===== src/rtl/key_scan_if.sv =====
// key_scan_if: key event bus between the calibration key front-end
// (master) and the time-field counters (slave).
//   btn_out : active-low one-hot key code, 4'b1111 = idle
//   btn_pos : field cursor 0..3
interface key_scan_if;
    logic [3:0] btn_out;
    logic [1:0] btn_pos;

    modport master (output btn_out, output btn_pos);
    modport slave  (input  btn_out, input  btn_pos);
endinterface : key_scan_if


===== src/rtl/key_scan.sv =====
// key_scan: calibration key front-end for the electronic clock.
// Synchronises and debounces four active-low keys (0 left, 1 right, 2 up,
// 3 down), emits one-cycle event codes on btn_out and moves the field
// cursor btn_pos while sw1 selects calibration mode.
// Optional build macro: KEY_AUTOREPEAT_EN adds auto-repeat of held up/down.
module key_scan #(
    parameter int DEB_CYCLES    = 20,
    parameter int REPEAT_DELAY  = 100,
    parameter int REPEAT_PERIOD = 25
) (
    input  logic        clk1,
    input  logic        rst,
    input  logic        sw1,
    input  logic [3:0]  key_raw,
    key_scan_if.master  bus
);

    localparam int             DW      = $clog2(DEB_CYCLES + 1);
    localparam logic [DW-1:0]  DEB_LIM = DW'(DEB_CYCLES);

    // Elaboration-time guard: every timing parameter must be at least one.
    if (DEB_CYCLES < 1 || REPEAT_DELAY < 1 || REPEAT_PERIOD < 1) begin : g_param_check
        $error("key_scan: DEB_CYCLES, REPEAT_DELAY and REPEAT_PERIOD must be >= 1");
    end

    logic [3:0]    sync1_q, sync1_d;
    logic [3:0]    sync2_q, sync2_d;
    logic [3:0]    stable_q, stable_d;
    // A key arms only after it has been seen released for DEB_CYCLES cycles
    // following reset, so a key held through reset cannot fire on release.
    logic [3:0]    arm_q, arm_d;
    logic [DW-1:0] cnt_q [4];
    logic [DW-1:0] cnt_d [4];
    logic [3:0]    press_q, press_d;
    logic [3:0]    btn_out_q, btn_out_d;
    logic [1:0]    btn_pos_q, btn_pos_d;

`ifdef KEY_AUTOREPEAT_EN
    localparam int             RMAX       = (REPEAT_DELAY > REPEAT_PERIOD) ? REPEAT_DELAY : REPEAT_PERIOD;
    localparam int             HW         = $clog2(RMAX + 1);
    localparam logic [HW-1:0]  DELAY_LIM  = HW'(REPEAT_DELAY);
    localparam logic [HW-1:0]  PERIOD_LIM = HW'(REPEAT_PERIOD);

    logic          hold_act_q, hold_act_d;
    logic          hold_key_q, hold_key_d;      // 0 = up, 1 = down
    logic          hold_first_q, hold_first_d;  // first repeat still pending
    logic [HW-1:0] hold_cnt_q, hold_cnt_d;
    logic          hold_held_s;
    logic [HW-1:0] hold_lim_s;
`endif

    assign bus.btn_out = btn_out_q;
    assign bus.btn_pos = btn_pos_q;

    // Two-stage synchroniser for the asynchronous raw keys.
    always_comb begin
        sync1_d = key_raw;
        sync2_d = sync1_q;
    end

    // Per-key debounce: arm after reset, then accept a level change that persists DEB_CYCLES cycles.
    always_comb begin
        stable_d = stable_q;
        arm_d    = arm_q;
        for (int i = 0; i < 4; i++) begin
            cnt_d[i] = cnt_q[i];
            if (!arm_q[i]) begin
                if (sync2_q[i]) begin
                    if ((cnt_q[i] + DW'(1'b1)) == DEB_LIM) begin
                        arm_d[i] = 1'b1;
                        cnt_d[i] = {DW{1'b0}};
                    end else begin
                        cnt_d[i] = cnt_q[i] + DW'(1'b1);
                    end
                end else begin
                    cnt_d[i] = {DW{1'b0}};
                end
            end else if (sync2_q[i] == stable_q[i]) begin
                cnt_d[i] = {DW{1'b0}};
            end else if ((cnt_q[i] + DW'(1'b1)) == DEB_LIM) begin
                stable_d[i] = sync2_q[i];
                cnt_d[i]    = {DW{1'b0}};
            end else begin
                cnt_d[i] = cnt_q[i] + DW'(1'b1);
            end
        end
        // A press is a stable 1->0 transition; releases generate nothing.
        press_d = stable_q & ~stable_d;
    end

`ifdef KEY_AUTOREPEAT_EN
    // Held-key status and current repeat interval for the auto-repeat counter.
    always_comb begin
        hold_held_s = hold_key_q ? ~stable_q[3] : ~stable_q[2];
        hold_lim_s  = hold_first_q ? DELAY_LIM : PERIOD_LIM;
    end
`endif

    // Event arbitration (up > down > right > left), mode gating and cursor update.
    always_comb begin
        btn_out_d = 4'b1111;
        btn_pos_d = btn_pos_q;
`ifdef KEY_AUTOREPEAT_EN
        hold_act_d   = 1'b0;
        hold_key_d   = hold_key_q;
        hold_first_d = hold_first_q;
        hold_cnt_d   = hold_cnt_q;
`endif
        if (!sw1) begin
            btn_pos_d = 2'd0;
        end else if (press_q[2]) begin
            btn_out_d = 4'b1011;
`ifdef KEY_AUTOREPEAT_EN
            hold_act_d   = 1'b1;
            hold_key_d   = 1'b0;
            hold_first_d = 1'b1;
            hold_cnt_d   = {HW{1'b0}};
`endif
        end else if (press_q[3]) begin
            btn_out_d = 4'b0111;
`ifdef KEY_AUTOREPEAT_EN
            hold_act_d   = 1'b1;
            hold_key_d   = 1'b1;
            hold_first_d = 1'b1;
            hold_cnt_d   = {HW{1'b0}};
`endif
        end else if (press_q[1]) begin
            btn_out_d = 4'b1101;
            btn_pos_d = btn_pos_q + 2'd1;
        end else if (press_q[0]) begin
            btn_out_d = 4'b1110;
            btn_pos_d = btn_pos_q - 2'd1;
        end else begin
`ifdef KEY_AUTOREPEAT_EN
            if (hold_act_q && hold_held_s) begin
                hold_act_d = 1'b1;
                if ((hold_cnt_q + HW'(1'b1)) == hold_lim_s) begin
                    btn_out_d    = hold_key_q ? 4'b0111 : 4'b1011;
                    hold_cnt_d   = {HW{1'b0}};
                    hold_first_d = 1'b0;
                end else begin
                    hold_cnt_d = hold_cnt_q + HW'(1'b1);
                end
            end else begin
                hold_act_d = 1'b0;
            end
`else
            btn_out_d = 4'b1111;
`endif
        end
    end

    // State registers with synchronous active-high reset.
    always_ff @(posedge clk1) begin
        if (rst) begin
            sync1_q   <= 4'b1111;
            sync2_q   <= 4'b1111;
            stable_q  <= 4'b1111;
            arm_q     <= 4'b0000;
            press_q   <= 4'b0000;
            btn_out_q <= 4'b1111;
            btn_pos_q <= 2'd0;
            for (int i = 0; i < 4; i++) begin
                cnt_q[i] <= {DW{1'b0}};
            end
`ifdef KEY_AUTOREPEAT_EN
            hold_act_q   <= 1'b0;
            hold_key_q   <= 1'b0;
            hold_first_q <= 1'b0;
            hold_cnt_q   <= {HW{1'b0}};
`endif
        end else begin
            sync1_q   <= sync1_d;
            sync2_q   <= sync2_d;
            stable_q  <= stable_d;
            arm_q     <= arm_d;
            press_q   <= press_d;
            btn_out_q <= btn_out_d;
            btn_pos_q <= btn_pos_d;
            for (int i = 0; i < 4; i++) begin
                cnt_q[i] <= cnt_d[i];
            end
`ifdef KEY_AUTOREPEAT_EN
            hold_act_q   <= hold_act_d;
            hold_key_q   <= hold_key_d;
            hold_first_q <= hold_first_d;
            hold_cnt_q   <= hold_cnt_d;
`endif
        end
    end

endmodule : key_scan


===== src/flat_wrapper.sv =====
// flat-port wrapper written by rule: the top's interface ports become plain ports
module key_scan_flat 
#(
    parameter int DEB_CYCLES    = 20,
    parameter int REPEAT_DELAY  = 100,
    parameter int REPEAT_PERIOD = 25
)
  (clk1, rst, sw1, key_raw, bus_btn_out, bus_btn_pos);
  key_scan_if bus_i ();
  input  logic clk1;
  input  logic rst;
  input  logic sw1;
  input  logic [3:0] key_raw;
  output wire logic [$bits(bus_i.btn_out)-1:0] bus_btn_out;
  output wire logic [$bits(bus_i.btn_pos)-1:0] bus_btn_pos;
  assign bus_btn_out = bus_i.btn_out;
  assign bus_btn_pos = bus_i.btn_pos;
  key_scan #(.DEB_CYCLES(DEB_CYCLES), .REPEAT_DELAY(REPEAT_DELAY), .REPEAT_PERIOD(REPEAT_PERIOD)) u_core (.clk1(clk1), .rst(rst), .sw1(sw1), .key_raw(key_raw), .bus(bus_i));
endmodule

===== config.mk =====
export PLATFORM = sky130hd
export DESIGN_NAME = key_scan_flat
export DESIGN_NICKNAME = d
export VERILOG_FILES = /design/src/rtl/key_scan_if.sv /design/src/rtl/key_scan.sv /design/src/flat_wrapper.sv
export SDC_FILE = /design/constraint.sdc
export NUM_CORES = 1
export LEC_CHECK = 0
export BUFFER_PORTS_ARGS = -buffer_cell sky130_fd_sc_hd__buf_2
export CAP_MARGIN = 20
export CORE_MARGIN = 1
export CORE_UTILIZATION = 50
export CTS_BUF_LIST = sky130_fd_sc_hd__clkbuf_4 sky130_fd_sc_hd__clkbuf_8
export DETAILED_ROUTE_END_ITERATION = 7
export GPL_TIMING_DRIVEN = 0
export PLACE_DENSITY_LB_ADDON = 0.3
export SYNTH_ARGS = -nofsm -noshare
export SYNTH_HDL_FRONTEND = slang
export SYNTH_SLANG_ARGS = --single-unit

===== constraint.sdc =====
create_clock -name clk1 -period 1.4 [get_ports clk1]
set_clock_uncertainty 0.05 [all_clocks]
set_input_delay 0.07 -clock clk1 [delete_from_list [all_inputs] [get_ports clk1]]
set_output_delay 0.07 -clock clk1 [all_outputs]
set_load 0.02 [all_outputs]

* Yosys cells after proc, flatten, opt, wreduce, memory -nomap -nowiden
Memory sizes are Yosys's and may differ from the RTL's.
Cells that the tools add are included.
W data, S select, Z words.
** Word-level totals
- Bits in registers :: 26
- RAM bits :: 20
- Output and inout port bits :: 6
- Memories kept :: 1
** Memories
- u_core.cnt_q :: depth 4, width 5, read ports 4, clocked after memory_dff 0, wr ports 4, line key_scan.sv:32 : logic [DW-1:0] cnt_q [4];
** Operators by class
- $add $sub $neg :: 6
- Eq/ne operators :: 8
- Mux-type cells :: 53
- Bitwise gates (word level) :: 9
- Reduce and logical (&&, ||, !) cells :: 6
** Operator list (count)
- $mux W5 :: 20
- $mux W1 :: 28
- $add A5 B1 Y5 const B :: 4
- $eq A5 B5 Y1 const B :: 4
- $mux W4 :: 2
- $reduce_or A5 Y1 :: 1
- $and A4 B4 Y4 :: 1
- $eq A1 B1 Y1 :: 4
- $mux W2 :: 2
- $not A4 Y4 :: 1
- $or A1 B1 Y1 :: 4
- $reduce_or A4 Y1 :: 1
- $mux W3 :: 1
- $not A1 Y1 :: 3
- $reduce_and A3 Y1 :: 1
- $reduce_or A3 Y1 :: 1
- $add A2 B1 Y2 const B :: 1
- $reduce_bool A2 Y1 :: 1
- $reduce_or A2 Y1 :: 1
- $sub A2 B1 Y2 const B :: 1

* Longest topological paths before layout
Gate-level depths: netlist of run 1.
An unclocked memory read counts as a cell.
- Word-level depth :: 8
- Depth in mapped cells :: 4
- Gate-level depth less buffers :: 4

* Least setup slack after synthesis of run 1
No wires, ideal clock.
- Path kind :: reg2reg
- From :: memory u_core.cnt_q[0][0] (netlist bit)
- To :: register u_core.stable_q[0]
- Arrival time :: 1183 ps
- Data required time :: 1228 ps
- Path slack :: 45 ps
- Stages on the path, launching flop included :: 5
- Buffers on the path :: 0
- Period minus slack after synthesis :: 1355 ps
- Cell sequence :: dfxtp_1 -> ha_1 -> and4bb_2 -> a21boi_1 -> a311o_1
** RTL lines
- from (decl) :: line key_scan.sv:32
- to (signal assigned) :: line key_scan.sv:175 : stable_q <= stable_d;
- to (decl) :: line key_scan.sv:28 : logic [3:0] stable_q, stable_d;

==> run summary, run 1 <==
Ys async rst share - 0%
Post-synthesis net count - 187
Syn_area_per_cell - 10.1 sq um
Placed Instance Area - 1890 sq um
Sequential share of the synthesized area - 52.1%
Layout cells sized above 1 - 26.4%
Initial drt markers - 41
Fmax - 738 MHz
Ant diodes - 0
Initial antenna violation count - 0
CP Capture Type - flop
Clk sinks - 46
Num CTS Buffers - 5
Cell count of the worst reg-to-reg path - 4
Max-Cap Viols - 0
CTS tree - built
Clock tree buffer depth - 2
GPL Wtd Cong - 0.703
Die area - 3780 sq um
Post-route insts no fill - 254
CP max FO - 4
Area Overhead vs Synth - 19.9%
Die Span Y - 61.5 um
# rows - 21
Worst-path clk slew - 0.12 ns
# IOs - 13
Hold path cells - 3
Crit path launch type - flop
Most frequent cells in the layout - 38 x dfxtp_1, 14 x nor2_1, 12 x buf_2
Number of global-route vias before repair - 1218
Post-route ant nets - 0
Hpwl dp - 2.03 mm
Final Hold Fails - 0
Post-synth EDFFs - 0
Port Buffers - 12
First-pass GRT wire length - 5.14 mm
Total track usage - 18.9%
Rel. slew slack - 71.3%
Die width - 61.5 um
First-pass DRT Iterations - 4
Design Area, Final - 2120 sq um
Final Critical Period - 1.35 ns
Core Region - 3360 sq um
Synth Register Bits - 46
Top cells by area, synth - dfxtp_1 52%, and3b_1 4.0%, nor2_1 3.0%, and4bb_2 2.8%, ha_1 2.8%
Ys flop type - dfxtp_1
Final WL - 3.08 mm
Actual slew at the worst max-slew pin - 0.429 ns
Syn Std Cell Area - 1770 sq um
Fin crit share - 96.8%
Critical path class - flop to flop
Peak VDD IR - 644 uV
Final core occ - 63.1%
Synth Warn # - 0
Yosys top cell by area - dfxtp_1
Pwr Density - 1000 nW/um^2
Nets - 219
Synth top area share - 52.1%
Inst Count DP - 234
GRT overflow - 0
Final WS setup - 0.0451 ns
Hold slack final - 0.0495 ns
H-tree depth - 2
Status - completed
FF+latch area - 936 sq um
Pleak - 0.000827 uW
Fillers - 303
Critical Path AT - 1.55 ns
Max-slew violation count - 0
Netlist cell types - 31
Worst EP required - 1.60 ns
Final setup fails - 0
Wire per inst - 12.1 um
Multi-input logic area - 870 sq um
Worst skew pair latency - 0.34 ns
Root buf cell - clkbuf_4
Initial Util - 52.6%
Commonest non-fill, non-tap cell in the layout - dfxtp_1
Routed vias - 1328
Largest net degree at the start of global routing - 13
Worst hold-check path type - input port to flop
RSZ-0062 raised after global routing - no
DR vias/cell - 5.23
Post-synthesis cell count - 176
DRC errors left - 0
Pre-CTS setup slack - -0.0690 ns
[kinds of logic (layout without fill, tap and decap cells)]
kind of cell / after synthesis / after routing / synth area share, %
xor gates and xnor gates: 8 / 8 / 3.96
muxes: 1 / 1 / 0.566
and+or+nand+nor: 72 / 72 / 25.2
buffers and inverters: 10 / 42 / 2.12
AOI/OAI and AO/OA: 35 / 35 / 13.2
adders and majority gates: 4 / 4 / 2.83
DFF: 46 / 46 / 52.1
[layout make-up]
class | instances | share of cell area, %
clock buffer | 7 | 2.48
multi-input combinational | 120 | 41.0
inverter | 8 | 1.42
buffer | 2 | 0.354
timing repair buffer | 25 | 7.91
sequential | 46 | 44.1
tap | 46 | 2.71
[state kept, by name, summed over array words and instances, names as in the netlist]
name                count
u_core.sync2_q          4
u_core.cnt_q           20
u_core.bus.btn_out      4
u_core.bus.btn_pos      2
u_core.sync1_q          4
u_core.press_q          4
u_core.stable_q         4
u_core.arm_q            4
[cells in the mapped netlist, types with 5 or more instances]
cell,count
inv_1,8
nor2b_1,8
or2_2,8
dfxtp_1,46
o21ai_0,9
nor2_1,14
a21boi_1,5
nand3_1,5
nor3_1,8
a21oi_1,8
and3b_1,8
nand2_1,6
[metal layers]
layer | share of wire (%) | global-route usage, % | vias up
li1 | - | - | 675
met4 | 1.6 | 6.67 | 0
met5 | 0 | 0 | -
met1 | 43 | 21.5 | 619
met2 | 51 | 32.7 | 26
met3 | 4.6 | 6.93 | 8
[where the power goes]
group	internal (uW)	leakage, uW	total [uW]	switching [uW]
clock network	229	0.0000322	610	381
logic	71.1	0.000417	129	57.5
registers	1350	0.000378	1390	38.0
total	1650	0.000827	2130	476
[path summary, 6_finish.rpt]
kind / start / to / slack [ns]
worst max-delay path: u_core.cnt_q[3][0] / u_core.stable_q[3] / 0.05
worst min-delay path: sw1 / u_core.bus.btn_out[2] / 0.05
worst max register to register: u_core.cnt_q[3][0] / u_core.stable_q[3] / 0.05
worst min register to register: u_core.sync1_q[3] / u_core.sync2_q[3] / 0.37
[critical path, cell delays in order (launching register included)]
cell,delay [ns]
dfxtp_2,0.38
ha_4,0.14
and4bb_2,0.28
a21boi_1,0.08
a311o_1,0.32
[stage by stage]
step	TNS (ns)	power, uW
detailed placement	-0.241	1510
floorplan	0	1480
global placement	-0.00813	1500
CTS	0	2120
finish	0	2130
global route	0	2230
[timing repair]
action                                 CTS  global route
endpoints found under the hold margin    4             0
pin swaps                                6             4
setup buffers                            6             3
gates resized for setup                 12             8
setup endpoints to repair                4             8
hold buffers                             4             0
No activity file was read; power rests on OpenSTA's default activity.
==> run 2, diff against run 1 <==
--- a/config.mk
+++ b/config.mk
@@ -10,9 +10,12 @@
 export CORE_MARGIN = 1
 export CORE_UTILIZATION = 50
 export CTS_BUF_LIST = sky130_fd_sc_hd__clkbuf_4 sky130_fd_sc_hd__clkbuf_8
+export CTS_CLUSTER_DIAMETER = 120
 export DETAILED_ROUTE_END_ITERATION = 7
 export GPL_TIMING_DRIVEN = 0
 export PLACE_DENSITY_LB_ADDON = 0.3
+export RECOVER_POWER = 25
+export REMOVE_ABC_BUFFERS = 1
 export SYNTH_ARGS = -nofsm -noshare
 export SYNTH_HDL_FRONTEND = slang
 export SYNTH_SLANG_ARGS = --single-unit
==> run summary, run 2 (synthesized netlist as in run 1, its figures left out) <==
Status - completed
Final WS setup - 0.0444 ns
Final WL - 2.88 mm
CP Cell Sequence - ha_4, and4bb_2, a21boi_1, a311o_1
Max-Cap Viols - 0
Die area - 3780 sq um
Nets - 214
# IOs - 13
Clock tree buffer depth - 2
Fmax - 738 MHz
Number of global-route vias before repair - 1182
Die width - 61.5 um
Worst EP required - 1.61 ns
Clk sinks - 46
Max-slew violation count - 0
Power share of the clock group - 33.8%
Final Hold Fails - 0
H-tree depth - 2
P_sw - 498 uW
Initial Util - 52.6%
Root buf cell - clkbuf_4
Pre-CTS setup slack - -0.0555 ns
Critical path class - flop to flop
Multi-input logic area - 871 sq um
Peak VDD IR - 746 uV
Critical Path AT - 1.56 ns
WP depth - 4
Largest stage delay, worst path - 0.39 ns
Rel. slew slack - 72.7%
Inst Count DP - 232
Initial antenna violation count - 0
Wire per inst - 11.5 um
Commonest non-fill, non-tap cell in the layout - dfxtp_1
DRC errors left - 0
Largest net degree at the start of global routing - 26
Fin crit share - 96.8%
FF+latch area - 933 sq um
Crit path launch type - flop
Biggest register - u_core.cnt_q
Pleak - 0.000817 uW
DR vias/cell - 5.22
Design Area, Final - 2110 sq um
Worst path slowest cell - dfxtp_2
Ant diodes - 0
First-pass GRT wire length - 4.73 mm
First-pass DRT Iterations - 4
Initial drt markers - 31
R2r setup slk - 0.04 ns
HP Start - rst
Switch share - 21.8%
GRT overflow - 0
Worst skew pair latency - 0.35 ns
Sequential power share - 60.8%
Int Pwr - 1790 uW
GPL Wtd Cong - 0.704
Hold path cells - 2
Comb pwr share - 5.4%
Worst hold-check path type - input port to flop
Final setup fails - 0
CP max FO - 4
Cell count of the worst reg-to-reg path - 4
Num CTS Buffers - 5
Worst R2R Start - u_core.cnt_q[1][0]
Hpwl dp - 1.89 mm
Area Overhead vs Synth - 19.5%
Total track usage - 17.3%
Reg2reg end - u_core.stable_q[1]
Placed Instance Area - 1880 sq um
Actual slew at the worst max-slew pin - 0.409 ns
Fillers - 289
Most frequent cells in the layout - 38 x dfxtp_1, 14 x nor2_1, 12 x buf_2
Max reg flops - 20
CTS tree - built
Layout cells sized above 1 - 26.0%
Final Critical Period - 1.36 ns
CP Capture Type - flop
Routed vias - 1304
Pwr Density - 1080 nW/um^2
Die Span Y - 61.5 um
Core Region - 3360 sq um
Post-route insts no fill - 250
# rows - 21
Worst-path clk slew - 0.13 ns
Post-route ant nets - 0
CP top delay family - compound AO/OA/AOI/OAI gates
WHS Endpoint - u_core.arm_q[2]
Port Buffers - 12
Crit path buf inv count - 0
-- run 2: final cells by class --
class                   instances  area share, %
flip-flops and latches         46           44.1
clock inverters                 3           1.89
inverters                       8           1.42
clock buffers                   5           1.78
multi-input cells             120           41.2
well taps                      46           2.72
repair buffers                 22           6.86
-- run 2: timing repair --
action,in CTS,in global routing
endpoints found under the setup margin,4,7
gates resized for setup,9,10
hold buffers,4,0
pin swaps,4,2
setup buffers,5,1
hold endpoints to repair,4,0
-- run 2: per-layer routing --
metal | vias to the layer above | GRT usage [%] | routed length, um | share of wire, %
met2 | 24 | 31.8 | 1440 | 50
met5 | - | 0 | 0 | 0
met3 | 9 | 5.67 | 117 | 4.1
li1 | 670 | - | - | -
met1 | 601 | 17.4 | 1260 | 44
met4 | 0 | 8.25 | 63 | 2.2
-- run 2: power by group through the flow --
stage,sequential [uW],combinational (uW),clock [uW]
global placement,1400,95.2,0
detailed placement,1400,103,0
global route,1400,146,863
CTS,1380,115,794
finish,1390,125,774
floorplan,1400,74.1,0
-- run 2: worst max-delay path by stage --
| stage | start | endpoint | slack, ns |
|---|---|---|---|
| finish | u_core.cnt_q[1][0] | u_core.stable_q[1] | 0.04 |
| CTS | u_core.cnt_q[1][1] | u_core.stable_q[1] | 0.002 |
| global route | u_core.cnt_q[3][0] | u_core.stable_q[3] | -0.003 |
| detailed placement | u_core.cnt_q[1][0] | u_core.stable_q[1] | -0.06 |
| global placement | u_core.cnt_q[2][0] | u_core.stable_q[2] | 0.001 |
| floorplan | u_core.cnt_q[0][0] | u_core.stable_q[0] | 0.05 |
-- run 2: through the flow --
stage	TNS, ns	hold WS, ns	util (%)	power (uW)
global route	-0.00323	0.0676	62.9	2410
detailed placement	-0.172	0.206	55.9	1510
CTS	0	0.0403	61.0	2290
global placement	0	0.202	55.9	1500
finish	0	0.0448	62.9	2290
floorplan	0	0.0924	-	1470
==> run 3, diff against run 2 <==
==> constraint.sdc (replaced) <==
create_clock -name clk1 -period 1.49 [get_ports clk1]
set_clock_uncertainty 0.05 [all_clocks]
set_input_delay 0.0745 -clock clk1 [delete_from_list [all_inputs] [get_ports clk1]]
set_output_delay 0.0745 -clock clk1 [all_outputs]
set_load 0.02 [all_outputs]
==> run summary, run 3 (synthesized netlist as in run 1, its figures left out) <==
Crit path launch type - flop
Max-Cap Viols - 0
Area Overhead vs Synth - 15.6%
Clk sinks - 46
Max reg flops - 20
Final Critical Period - 1.43 ns
Final WS setup - 0.0601 ns
Initial antenna violation count - 0
Inst Count DP - 232
Final setup fails - 0
First-pass GRT wire length - 4.55 mm
CP Launch Point - u_core.cnt_q[1][0]
Fmax - 699 MHz
Cell count of the worst reg-to-reg path - 4
Actual slew at the worst max-slew pin - 0.408 ns
Peak VDD IR - 709 uV
CTS tree - built
Critical path class - flop to flop
CP max FO - 5
Nets - 213
Commonest non-fill, non-tap cell in the layout - dfxtp_1
Initial drt markers - 42
RSZ-0062 raised after global routing - no
Worst-path clk slew - 0.13 ns
Most frequent cells in the layout - 44 x dfxtp_1, 14 x nor2_1, 11 x buf_2
Worst skew pair latency - 0.35 ns
Setup TNS - 0 ns
GRT overflow - 0
Pre-CTS setup slack - 0.0345 ns
Crit path to - u_core.stable_q[1]
GPL Wtd Cong - 0.704
Critical Path AT - 1.64 ns
Die width - 61.5 um
# IOs - 13
Max-slew violation count - 0
Post-route insts no fill - 249
Ant diodes - 0
First-pass DRT Iterations - 4
Worst hold-check path type - input port to flop
Status - completed
Wire per inst - 11.1 um
Biggest register - u_core.cnt_q
Final WL - 2.77 mm
Placed Instance Area - 1880 sq um
Reg2reg end - u_core.stable_q[1]
Pleak - 0.000804 uW
Worst EP required - 1.70 ns
Die area - 3780 sq um
Largest net degree at the start of global routing - 26
DRC errors left - 0
Routed vias - 1293
Design Area, Final - 2050 sq um
Rel. slew slack - 72.8%
H-tree depth - 2
Pwr Density - 1040 nW/um^2
Root buf cell - clkbuf_4
DR vias/cell - 5.19
Clock tree buffer depth - 2
Num CTS Buffers - 5
Hpwl dp - 1.89 mm
R2r setup slk - 0.06 ns
Worst R2R Start - u_core.cnt_q[1][0]
Total track usage - 16.6%
Port Buffers - 12
Fin crit share - 96.0%
CP Capture Type - flop
Pwr Total - 2120 uW
# rows - 21
Core Region - 3360 sq um
Layout cells sized above 1 - 21.2%
Number of global-route vias before repair - 1139
Die Span Y - 61.5 um
Post-route ant nets - 0
Initial Util - 52.6%
Final Hold Fails - 0
==> run 3: worst min-delay path by stage <==
stage	start	end	slack, ns	cells past startpoint
6_report	rst	u_core.arm_q[2]	0.04	2
5_1_grt	rst	u_core.arm_q[3]	0.07	2
4_1_cts	rst	u_core.arm_q[2]	0.04	2
3_5_place_dp	key_raw[2]	u_core.sync1_q[2]	0.21	2
3_3_place_gp	key_raw[0]	u_core.sync1_q[0]	0.21	2
2_1_floorplan	rst	u_core.arm_q[0]	0.1	1
==> run 3: routing by layer <==
layer | part of all wire [%] | track usage (%) | wire length, um
met3 | 4.0 | 5.67 | 111
met4 | 2.9 | 8.89 | 80
met1 | 44 | 17.0 | 1220
met5 | 0 | 0 | 0
met2 | 49 | 29.5 | 1350
==> run 3: worst max-delay path: stages, from the launching register on <==
cell,delay [ns]
dfxtp_1,0.38
ha_2,0.22
and4bb_2,0.29
a21boi_1,0.08
a311o_1,0.32
==> run 3: final cells by class <==
type | count | area (sq um)
fillers | 288 | 1320
flip-flops and latches | 46 | 923
multi-input cells | 120 | 821
repair buffers | 21 | 136
well taps | 46 | 57.6
clock inverters | 3 | 40.0
clock buffers | 5 | 37.5
inverters | 8 | 30.0
==> run 3: power by group <==
group | switching (uW) | leakage [uW] | total (uW) | internal (uW)
sequential | 26.9 | 0.000375 | 1290 | 1270
clock | 375 | 0.0000450 | 723 | 348
combinational | 49.9 | 0.000383 | 106 | 55.9
total | 452 | 0.000804 | 2120 | 1670
==> run 3: what timing repair did <==
| action | 4_1_cts | 5_1_grt |
|---|---|---|
| endpoints found under the setup margin | 0 | 4 |
| hold buffers | 4 | 0 |
| hold endpoints to repair | 4 | 0 |
| setup buffers | 0 | 5 |
| resized for setup | 0 | 6 |
==> run 3: metrics by stage <==
step | hold WS [ns] | utilization [%]
after floorplan | 0.0969 | -
after global placement | 0.207 | 55.9
after detailed placement | 0.210 | 55.9
after CTS | 0.0449 | 59.4
after global routing | 0.0717 | 60.8
final | 0.0445 | 60.8
